==> config.mk <==
export PLATFORM = sky130hd
export DESIGN_NAME = instr_sequencer
export DESIGN_NICKNAME = d
export VERILOG_FILES = /design/src/rtl/instr_sequencer_pkg.sv /design/src/rtl/instr_sequencer_decoder.sv /design/src/rtl/instr_sequencer.sv
export SDC_FILE = /design/constraint.sdc
export NUM_CORES = 1
export LEC_CHECK = 0
export BUFFER_PORTS_ARGS = -buffer_cell sky130_fd_sc_hd__buf_2
export CORE_MARGIN = 10
export CORE_UTILIZATION = 45
export CTS_CLUSTER_SIZE = 20
export DETAILED_ROUTE_END_ITERATION = 12
export GPL_ROUTABILITY_DRIVEN = 1
export PLACE_DENSITY = 0.77
export SETUP_SLACK_MARGIN = 0.15
export SLEW_MARGIN = 5
export SYNTH_ARGS = -nofsm -noshare
export SYNTH_HDL_FRONTEND = slang
export SYNTH_HIERARCHICAL = 1
export SYNTH_SLANG_ARGS = --single-unit
export TNS_END_PERCENT = 30
==> constraint.sdc <==
create_clock -name clk -period 1.9 [get_ports clk]
set_input_delay 0.095 -clock clk [delete_from_list [all_inputs] [get_ports clk]]
set_output_delay 0.095 -clock clk [all_outputs]
set_load 0.005 [all_outputs]
==> src/rtl/instr_sequencer_pkg.sv <==
// instr_sequencer_pkg: shared types for the instruction sequencer and its decoder.
package instr_sequencer_pkg;
    typedef enum logic [2:0] {ALU_ADD, ALU_SUB, ALU_AND, ALU_OR, ALU_XOR} alu_cmd_t;
    typedef struct packed {
        logic dst_in_sel;
    } ctrl_sig_t;
    typedef enum logic [3:0] {
        OP_NOP  = 4'h0,
        OP_INIT = 4'h1,
        OP_ADD  = 4'h2,
        OP_SUB  = 4'h3,
        OP_AND  = 4'h4,
        OP_OR   = 4'h5,
        OP_XOR  = 4'h6,
        OP_JMP  = 4'h7,
        OP_HALT = 4'hF
    } opcode_t;
    typedef enum logic [1:0] {IDLE, FETCH, EXEC, HALT} seq_state_t;
endpackage

==> src/rtl/instr_sequencer_decoder.sv <==
// instr_decoder: combinational opcode -> DataPath control decode.
module instr_decoder
    import instr_sequencer_pkg::*;
(
    input  logic [3:0] opcode,
    output logic       reg_wr_en,
    output alu_cmd_t   alu_cmd,
    output ctrl_sig_t  ctrl_sig,
    output logic       illegal,
    output logic       is_jmp,
    output logic       is_halt
);
    always_comb begin
        reg_wr_en = 1'b0;
        alu_cmd   = ALU_ADD;
        ctrl_sig  = '0;
        illegal   = 1'b0;
        is_jmp    = 1'b0;
        is_halt   = 1'b0;
        case (opcode)
            OP_NOP:  ;
            OP_INIT: begin
                reg_wr_en           = 1'b1;
                ctrl_sig.dst_in_sel = 1'b1;
            end
            OP_ADD:  reg_wr_en = 1'b1;
            OP_SUB:  begin reg_wr_en = 1'b1; alu_cmd = ALU_SUB; end
            OP_AND:  begin reg_wr_en = 1'b1; alu_cmd = ALU_AND; end
            OP_OR:   begin reg_wr_en = 1'b1; alu_cmd = ALU_OR;  end
            OP_XOR:  begin reg_wr_en = 1'b1; alu_cmd = ALU_XOR; end
            OP_JMP:  is_jmp = 1'b1;
            OP_HALT: is_halt = 1'b1;
            default: illegal = 1'b1;
        endcase
    end
endmodule

==> src/rtl/instr_sequencer.sv <==
// instr_sequencer: multi-cycle fetch/exec control unit driving DataPath; owns PC and IR.
module instr_sequencer
    import instr_sequencer_pkg::*;
#(
    parameter int              PC_W      = 8,
    parameter logic [PC_W-1:0] BOOT_ADDR = '0
) (
    input  logic            clk,
    input  logic            rst_n,
    input  logic            start,
    output logic            imem_req,
    output logic [PC_W-1:0] imem_addr,
    input  logic            imem_ack,
    input  logic [15:0]     imem_rdata,
    output logic [11:0]     operands,
    output logic            reg_wr_en,
    output alu_cmd_t        alu_cmd,
    output ctrl_sig_t       ctrl_sig,
    output logic [PC_W-1:0] pc,
    output logic            busy,
    output logic            halted,
    output logic            illegal
);
    seq_state_t state;
    logic [15:0] ir;
    logic        exec;
    logic        dec_wr;
    alu_cmd_t    dec_alu;
    ctrl_sig_t   dec_ctrl;
    logic        dec_ill;
    logic        dec_jmp;
    logic        dec_halt;

    instr_decoder u_dec (
        .opcode    (ir[15:12]),
        .reg_wr_en (dec_wr),
        .alu_cmd   (dec_alu),
        .ctrl_sig  (dec_ctrl),
        .illegal   (dec_ill),
        .is_jmp    (dec_jmp),
        .is_halt   (dec_halt)
    );

    always_ff @(posedge clk or negedge rst_n) begin
        if (!rst_n) begin
            state   <= IDLE;
            pc      <= BOOT_ADDR;
            ir      <= '0;
            illegal <= 1'b0;
        end else begin
            case (state)
                IDLE, HALT: if (start) begin
                    state   <= FETCH;
                    pc      <= BOOT_ADDR;
                    illegal <= 1'b0;
                end
                FETCH: if (imem_ack) begin
                    state <= EXEC;
                    ir    <= imem_rdata;
                end
                default: begin
                    state   <= dec_halt ? HALT : FETCH;
                    // jump target is truncated or zero-extended to the PC width
                    pc      <= dec_jmp ? PC_W'(ir[11:0]) : dec_halt ? pc : pc + 1'b1;
                    illegal <= illegal | dec_ill;
                end
            endcase
        end
    end

    assign exec      = state == EXEC;
    assign imem_req  = state == FETCH;
    assign imem_addr = pc;
    assign operands  = exec ? ir[11:0] : '0;
    assign reg_wr_en = exec & dec_wr;
    assign alu_cmd   = exec ? dec_alu : ALU_ADD;
    assign ctrl_sig  = exec ? dec_ctrl : '0;
    assign busy      = imem_req | exec;
    assign halted    = state == HALT;
endmodule
Word-level counts from Yosys, hierarchy flattened
Index checks and enable logic that the tools add are counted.
{"block": "word_totals", "ramBits": 0, "latchBits": 0, "in_bits": 20, "output_inout_bits": 37, "reg_bits": 27, "romBits": 0, "memories": 0}
{"block": "classes", "muxes": 19, "order_cmp": 0, "n_div": 0, "bitwise_logic": 4, "eq_ne": 14, "add_sub_neg": 1, "mul": 0, "n_shift": 0, "reduce_logical": 9}
{"op": "$mux W8", "count": 3}
{"op": "$eq A4 B3 Y1 const B", "count": 4}
{"op": "$pmux W8 S2", "count": 1}
{"op": "$mux W12", "count": 1}
{"op": "$pmux W3 S4", "count": 1}
{"op": "$reduce_or A9 Y1", "count": 1}
{"op": "$add A8 B1 Y8 const B", "count": 1}
{"op": "$eq A4 B2 Y1 const B", "count": 2}
{"op": "$mux W1", "count": 7}
{"op": "$mux W2", "count": 3}
{"op": "$reduce_and A2 Y1", "count": 3}
{"op": "$reduce_or A6 Y1", "count": 1}
{"op": "$eq A2 B2 Y1 const B", "count": 2}
{"op": "$eq A4 B1 Y1 const B", "count": 1}
{"op": "$eq A4 B4 Y1 const B", "count": 1}
{"op": "$logic_not A4 Y1", "count": 1}
{"op": "$pmux W2 S2", "count": 1}
{"op": "$mux W3", "count": 1}
{"op": "$ne A3 B2 Y1 const B", "count": 1}
{"op": "$reduce_and A3 Y1", "count": 1}
{"op": "$eq A2 B1 Y1 const B", "count": 1}
{"op": "$logic_not A2 Y1", "count": 1}
{"op": "$ne A2 B1 Y1 const B", "count": 1}
{"op": "$ne A2 B2 Y1 const B", "count": 1}
{"op": "5 further kinds", "count": 6}

Depth between registers and ports, before layout
Gate-level depths: netlist (run 1).
{"block": "logic_depth", "word_depth": 5, "ltp_mapped": 7, "ltp_nobuf": 6}

Modules after synthesis
Netlist (run 1), hierarchy kept.
{"mod": "instr_sequencer", "cells_per_inst": 148, "instances": 1, "seq_area_each_um2": 675.6, "area_each_um2": 1529.0}
{"mod": "instr_decoder", "cells_per_inst": 14, "instances": 1, "seq_area_each_um2": 0.0, "area_each_um2": 77.6}

Worst setup path before layout (run 1)
No wires, ideal clock.
{"block": "synth_timing", "path_kind": "register to register", "from": "register ir[15]", "to": "register pc[2] (netlist: imem_addr[2])", "n_path_buf": 1, "stages_incl_launch_ff": 8, "setup_ns": 0.126, "arrival_ns": 1.645, "slack_ns": 0.129, "t_required_ns": 1.774, "path_cell_list": "dfrtp_1 > nand2b_1 > nor2_1 > nor2_2 > a211o_4 > buf_6 > a32oi_1 > o21ai_1"}
{"block": "synth_between", "elab_chain_len": 4, "elab_cells_between_ends": 8, "cone_classes": "eq/ne: 3; mux: 4; reduce/logical: 1"}
{"element": "from (decl)", "line": "instr_sequencer.sv:25", "source": "logic [15:0] ir;"}
{"element": "from (signal assigned)", "line": "instr_sequencer.sv:59", "source": "ir <= imem_rdata;"}
{"element": "$eq A4 B3 Y1 *", "line": "instr_sequencer_decoder.sv:20", "source": "case (opcode)"}
{"element": "$mux W1 *", "line": "instr_sequencer_decoder.sv:20"}
{"element": "net dec_jmp", "line": "instr_sequencer.sv:31", "source": "logic dec_jmp;"}
{"element": "$ne A3 B2 Y1 (no line) / $mux W8 (equally long branches)"}
{"element": "$reduce_and A3 Y1 (no line) / $pmux W8 S2 (equally long branches)"}
{"element": "to (signal assigned)", "line": "instr_sequencer.sv:64", "source": "pc <= dec_jmp ? PC_W'(ir[11:0]) : dec_halt ? pc : pc + 1'b1;"}
{"element": "to (decl)", "line": "instr_sequencer.sv:19", "source": "output logic [PC_W-1:0] pc,"}
Mark *: on every way through the listed nets, which the timed path passes. The rest lies on a longest branch.
A chain may end at the register's enable or synchronous reset.

Worst setup path in the final report (run 1)
{"block": "layout_timing", "from": "register state[1]", "to": "register pc[3] (netlist: imem_addr[3])"}
{"block": "layout_between", "elab_chain_len": 4, "elab_cells_between_ends": 9, "cone_classes": "eq/ne: 4; mux: 1; bitwise: 1; reduce/logical: 3"}
{"element": "from (decl)", "line": "instr_sequencer.sv:24", "source": "seq_state_t state;"}
{"element": "from (signal assigned)", "line": "instr_sequencer.sv:62", "source": "state <= dec_halt ? HALT : FETCH;"}
{"element": "$eq A2 B2 Y1 / $logic_not A2 Y1 (equally long branches)", "line": "instr_sequencer.sv:51", "source": "case (state)"}
{"element": "$reduce_or A2 Y1", "line": "instr_sequencer.sv:51"}
{"element": "$ne A3 B2 Y1 (no line) / $ne A2 B2 Y1 (equally long branches)"}
{"element": "$reduce_and A3 Y1 (no line)"}
Parallel ways exist; a longest one is shown, timed or not.

==> results of run 1 <==
-- final cells by class --
class,instances,area [µm²],area share [%]
flip-flops and latches,27,677,31.3
multi-input cells,115,838,38.8
well taps,46,57.6,2.66
inverters,8,30.0,1.39
repair buffers,81,533,24.7
clock buffers,4,26.3,1.22
-- cell families after synthesis --
family | after synthesis | synth area share (%)
flip-flops | 27 | 42.1
multiplexers | 18 | 12.5
buffers and inverters | 21 | 7.63
XOR/XNOR | 1 | 0.545
AO/OA/AOI/OAI | 30 | 12.9
adder cells (fa/ha/maj) | 6 | 4.67
AND/OR/NAND/NOR | 59 | 19.7
-- report_power, final --
group | switching, mW | internal [mW] | total [mW] | leakage [nW]
clock | 0.163 | 0.0820 | 0.245 | 0.0150
sequential | 0.287 | 0.859 | 1.15 | 0.328
combinational | 0.924 | 1.01 | 1.93 | 0.720
-- worst max-delay path by stage --
stage | to | cells after the start
4_1_cts | imem_addr[3] | 5
2_1_floorplan | imem_addr[2] | 7
6_report | imem_addr[3] | 4
3_3_place_gp | imem_addr[3] | 5
5_1_grt | imem_addr[5] | 6
3_5_place_dp | imem_addr[3] | 5
-- state kept, by name (all words and copies together) (netlist names) --
signal and flops:
ir 16, illegal 1, state 2, imem_addr 8
-- cell usage after synthesis (2+ instances only) --
cell      number
dfrtp_1       27
a21oi_1        8
o31ai_2        2
o31ai_1        2
nor4_1         2
nand2_1       11
mux2i_1        2
and3_1         2
o21ai_0        5
nor2_1         6
and2_1        19
ha_1           6
nor2b_1        2
inv_1          8
o21a_1         2
o21ai_1        4
nand2b_1       5
buf_4          8
mux2_2        16
nand3_1        3
nor3_1         6
-- stage by stage --
| stage | instance area, µm² | power [mW] |
|---|---|---|
| floorplan | 1610 | 2.32 |
| finish | 2160 | 3.32 |
| CTS | 2100 | 3.21 |
| detailed placement | 1900 | 2.86 |
| global placement | 1900 | 2.80 |
| global route | 2160 | 3.60 |
-- per-layer routing --
layer	track usage (%)	wire length, µm	vias up
met3	5.07	417	2
met1	15.6	1840	689
met4	2.11	12	0
met5	0	0	-
met2	22.6	2070	54
li1	-	-	706
-- worst reg2reg max path, stage by stage, from the launching register on --
cell and delay [ns]:
dfrtp_1 0.45, ha_2 0.39, nor2_2 0.08, a211o_4 0.37, a221o_1 0.36
-- what timing repair did --
item / 4_1_cts / 5_1_grt
resized for setup: 0 / 7
endpoints found under the hold margin: 41 / 1
endpoints found under the setup margin: 2 / 25
hold buffers: 15 / 1
gates cloned: 0 / 1
pin swaps: 1 / 1
buffers inserted: 1 / 3
==> metrics.txt, run 1 <==
Via density=5.16; count of standard-cell rows=21; CP top delay family=compound AO/OA/AOI/OAI gates; ant diodes=0; Yosys top cell area share=a little over two fifths; Placed Cells=around 260; Clk pin slew, worst setup/hold paths=0.14 ns; # DRC=0; layout cell share with drive strength beyond 1=40.9%; EDFF count, synth=0; post-synthesis cell type count=37; Buf/Inv on CP=0; worst path cell trace=ha_2 > nor2_2 > a211o_4 > a221o_1; Tmin final=about 1.8 ns; Synth area leader=dfrtp_1; total congestion overflow=0; final hold viol count=0; ys async rst share=100%; CTS Sinks=27; # nets final=262; # setup viols final=0; Die Y-Extent=79.8 µm; Worst R2R End=imem_addr[3]; clock tree buffer depth=2; routed len/inst=~15 µm; Worst-Margin Slew=0.633 ns; Final Max Tran Viols=0; Worst path max stage delay=0.45 ns; Final Worst Setup Slack=0.147 ns; Pleak=roughly 1.1 nW; die area=roughly 6400 µm²; WHS Endpoint=ir[2]; Core Area=~3400 µm²; Area Growth Syn to Fin=34.6%; largest net degree at the start of global routing=28; fin util=between 60% and 70%; Max Freq=between 500 and 600 MHz; setup_tns=0 ns; Initial Util=47.4%; Power Density=around 1500 nW/µm²; RSZ-0062 raised after global routing=yes; Skew-Pair Late Insertion Delay=~0.31 ns; top cells by area, synth=dfrtp_1 42%, mux2_2 11%, and2_1 7.4%; maximum VDD drop=about 730 µV; worst min path class=primary input to register; critical path arrival=about 2.0 ns; DRT Wirelength=4350 µm; first-pass GRT wire length=6960 µm; synthesized area=roughly 1600 µm²; crit-path max FO=5; GPL Wtd Cong=between 0.8 and 0.9; headroom to the max-slew limit=57.8%; FF-to-FF setup slack=roughly 0.15 ns; syn_nets=roughly 190; I/O pins=between 50 and 60; DR vias=1451; Filler Cells Inserted=278; RR Startpoint=state[1]; CP required=around 2.1 ns; cells after synthesis=about 160; worst hold slack=0.0122 ns; synthesized area per cell=a little under 10 µm²; 1st-iter DRT viols=approximately 120; most frequent cells in the layout=56 x buf_2, 26 x dfrtp_1, 19 x and2_1; Pre-Repair DR Iteration Count=4; WHS Path Cells=2; htree depth=1; count of max-cap constraint violations=0; status=finished, final reports clean; Setup crit start=state[1]; chip width=approximately 80 µm; dpl hpwl=about 3000 µm; worst slack, placed=about 0.094 ns; CP max-delay cell=dfrtp_1; min-delay src=imem_rdata[2]; CTS Root Cell=clkbuf_4; Seq cells post-synth=27; critical path class=register to register; Setup crit end kind=register; Worst Skew=~0.0035 ns; period utilization=between 90% and 100%; crit path launch type=register; ys flop type=dfrtp_1; TritonCTS clock tree=yes; Ys Warns=6; register area share after synthesis=42.1%; total routing usage reported by global routing=between 10% and 20%; Num CTS Buffers=3; number of global-route vias before repair=between 1000 and 1500; Reg2Reg Depth=4; port bufs=56; commonest non-fill, non-tap cell in the layout=buf_2; Final ANT Viol Nets=0; Post-Layout Cell Count=about 280; initial antenna violation count=0
Note: power is estimated with default switching activity, not from simulation.
==> run 2, diff against run 1 <==
--- a/config.mk
+++ b/config.mk
@@ -7,15 +7,14 @@
 export LEC_CHECK = 0
 export BUFFER_PORTS_ARGS = -buffer_cell sky130_fd_sc_hd__buf_2
 export CORE_MARGIN = 10
-export CORE_UTILIZATION = 45
+export CORE_UTILIZATION = 44
 export CTS_CLUSTER_SIZE = 20
 export DETAILED_ROUTE_END_ITERATION = 12
 export GPL_ROUTABILITY_DRIVEN = 1
-export PLACE_DENSITY = 0.77
+export PLACE_DENSITY = 0.76
 export SETUP_SLACK_MARGIN = 0.15
 export SLEW_MARGIN = 5
 export SYNTH_ARGS = -nofsm -noshare
 export SYNTH_HDL_FRONTEND = slang
-export SYNTH_HIERARCHICAL = 1
 export SYNTH_SLANG_ARGS = --single-unit
 export TNS_END_PERCENT = 30
==> constraint.sdc (replaced) <==
create_clock -name clk -period 1.53 [get_ports clk]
set_input_delay 0.0765 -clock clk [delete_from_list [all_inputs] [get_ports clk]]
set_output_delay 0.0765 -clock clk [all_outputs]
set_load 0.005 [all_outputs]
==> metrics.txt, run 2 <==
status=complete, but fails checks; failing checks=negative setup slack; die area=6400 µm² (+0.63%); Clk pin slew, worst setup/hold paths=0.16 ns (+0.02 ns); initial antenna violation count=0 (unchanged); commonest non-fill, non-tap cell in the layout=buf_2; Worst Skew=0.0136 ns (+0.0101 ns); dpl hpwl=3160 µm (+4.6%); Largest Register=ir; cells after synthesis=153 (-5.6%); Power Density=1970 nW/µm² (+28%); synthesized area=1580 µm² (-1.4%); count leader, synth=dfrtp_1; count of standard-cell rows=21 (unchanged); synthesized area per cell=10.4 µm² (+4.4%); register area share after synthesis=42.7% (+0.60 points); Tot Pwr=4.55 mW (+37%); worst min path class=primary input to register; largest net degree at the start of global routing=28 (unchanged); I/O pins=57 (unchanged); # nets final=261 (-0.38%); TritonCTS clock tree=yes; Skew-Pair Late Insertion Delay=0.33 ns (+0.02 ns); port bufs=56 (unchanged); most frequent cells in the layout=55 x buf_2, 25 x dfrtp_1, 17 x dlygate4sd3_1; syn_nets=179 (-4.8%); number of global-route vias before repair=1583 (+7.0%); maximum VDD drop=991 µV (+35%); Post-Layout Cell Count=280 (-0.36%); final hold viol count=0 (unchanged); Setup crit end kind=register; Initial Util=46.4% (-1.0 points); CP max-delay cell=dfrtp_2; Placed Cells=251 (-2.0%); EDFF count, synth=0 (unchanged); CTS Sinks=27 (unchanged); ys async rst share=100% (unchanged); Final Worst Setup Slack=-0.0373 ns (-0.185 ns); Pleak=1.11 nW (+4.0%); worst path cell trace=ha_4 > a311o_2 > and2b_1 > o21ai_1 > o21ai_1; CP top delay family=compound AO/OA/AOI/OAI gates; period utilization=102% (+10 points); clock tree buffer depth=2 (unchanged); Via density=5.37 (+4.0%); headroom to the max-slew limit=59.8% (+2.1 points); Final ANT Viol Nets=0 (unchanged); Ys Warns=0 (-6); Worst path max stage delay=0.49 ns (+0.04 ns); total routing usage reported by global routing=14.1% (+0.87 points); top cells by count, synth=27 x dfrtp_1, 16 x mux2_2, 12 x and2_1, 12 x o21ai_0, 9 x buf_4; Synth area leader=dfrtp_1; Final Max Tran Viols=0 (unchanged); GPL Wtd Cong=0.760 (-15%); Placed Area=1940 µm² (+1.7%); CTS Root Cell=clkbuf_4; top cells by area, synth=dfrtp_1 43%, mux2_2 11%, and2_1 4.7%; Max Freq=638 MHz (+12%); routed len/inst=16.4 µm (+6.1%); critical path arrival=1.85 ns (-0.12 ns); max reg flops=16 (unchanged); count of max-cap constraint violations=0 (unchanged); Pre-Repair DR Iteration Count=4 (unchanged); # setup viols final=4 (+4); DR vias=1504 (+3.7%); layout cell share with drive strength beyond 1=53.0% (+12 points); Non-Filler Cell Area, Final=2300 µm² (+6.6%); ys flop type=dfrtp_1; Buf/Inv on CP=0 (unchanged); post-synthesis cell type count=40 (+8.1%); critical path class=register to register; chip width=80 µm (+0.31%); Filler Cells Inserted=258 (-7.2%); 1st-iter DRT viols=189 (+64%); Die Y-Extent=80 µm (+0.31%); Area Growth Syn to Fin=45.5%; Yosys top cell area share=42.7% (+0.60 points); RSZ-0062 raised after global routing=yes; Worst-Margin Slew=0.602 ns (-0.0308 ns); Core Area=3420 µm² (+0.78%); CP required=1.81 ns (-0.31 ns); Seq cells post-synth=27 (unchanged); Tmin final=1.57 ns (-0.185 ns); most frequent CP cell=o21ai_1; first-pass GRT wire length=7490 µm (+7.6%); ant diodes=0 (unchanged); DRT Wirelength=4600 µm (+5.7%); worst hold slack=0.0885 ns (+0.0764 ns); # DRC=0 (unchanged); crit path launch type=register; Num CTS Buffers=3 (unchanged); total congestion overflow=0 (unchanged); crit-path max FO=5 (unchanged); htree depth=1 (unchanged)
run 2: cell type report:
type	instances	area (µm²)	area share, %
Multi-Input combinational cell	107	891	38.7
Sequential cell	27	678	29.4
Timing Repair Buffer	91	621	26.9
Tap cell	46	57.6	2.50
Inverter	5	27.5	1.19
Clock buffer	3	22.5	0.977
Clock inverter	1	7.51	0.326
run 2: final timing paths:
check | startpoint | end | slack, ns | depth (start not counted)
max reg2reg | state[1] | imem_addr[3] | -0.04 | 5
min reg2reg | ir[11] | ir[11] | 0.53 | 1
max | state[1] | imem_addr[3] | -0.04 | 5
min | imem_ack | state[0] | 0.09 | 4
max in group asynchronous | rst_n | state[0] | 0.83 | 2
min in group asynchronous | rst_n | imem_addr[1] | 0.26 | 2
run 2: kinds of logic after synthesis:
group | synth area share, %
DFF | 42.7
adders and majority gates | 4.74
AOI/OAI and AO/OA | 12.7
muxes | 12.0
and+or+nand+nor | 18.5
xor gates and xnor gates | 0.553
buffers and inverters | 8.85
run 2: per-stage QoR:
stage	TNS [ns]	setup WS, ns	utilization, %
after global routing	-1.50	-0.115	67.5
after CTS	-0.0808	-0.0508	64.8
after global placement	0	0.0443	56.7
final	-0.0929	-0.0373	67.5
after floorplan	0	0.0698	-
after detailed placement	-0.0147	-0.00719	56.7
run 2: where the power goes:
part / leakage [nW] / switching [mW] / internal [mW] / total (mW)
logic: 0.762 / 1.41 / 1.46 / 2.87
clock network: 0.0139 / 0.224 / 0.0999 / 0.324
registers: 0.329 / 0.309 / 1.05 / 1.36
run 2: tightest hold or removal path, delay by kind of cell:
family                 cells  cell delay [ns]
AND/OR/NAND/NOR            1             0.06
buffers and inverters      1             0.11
AO/OA/AOI/OAI              2             0.14
run 2: repair_timing:
| item | in CTS | in global routing |
|---|---|---|
| hold endpoints to repair | 43 | 0 |
| resized for setup | 12 | 19 |
| pin swaps | 6 | 4 |
| hold buffers | 17 | 0 |
| buffers inserted | 4 | 3 |
| endpoints found under the setup margin | 43 | 47 |
| cloned | 0 | 1 |
run 2: routing by layer:
layer	up-vias	GRT usage [%]	routed length, µm
met5	-	0	0
met4	0	3.52	21
met3	4	4.84	445
met2	68	23.8	2320
met1	727	16.6	1810
li1	705	-	-
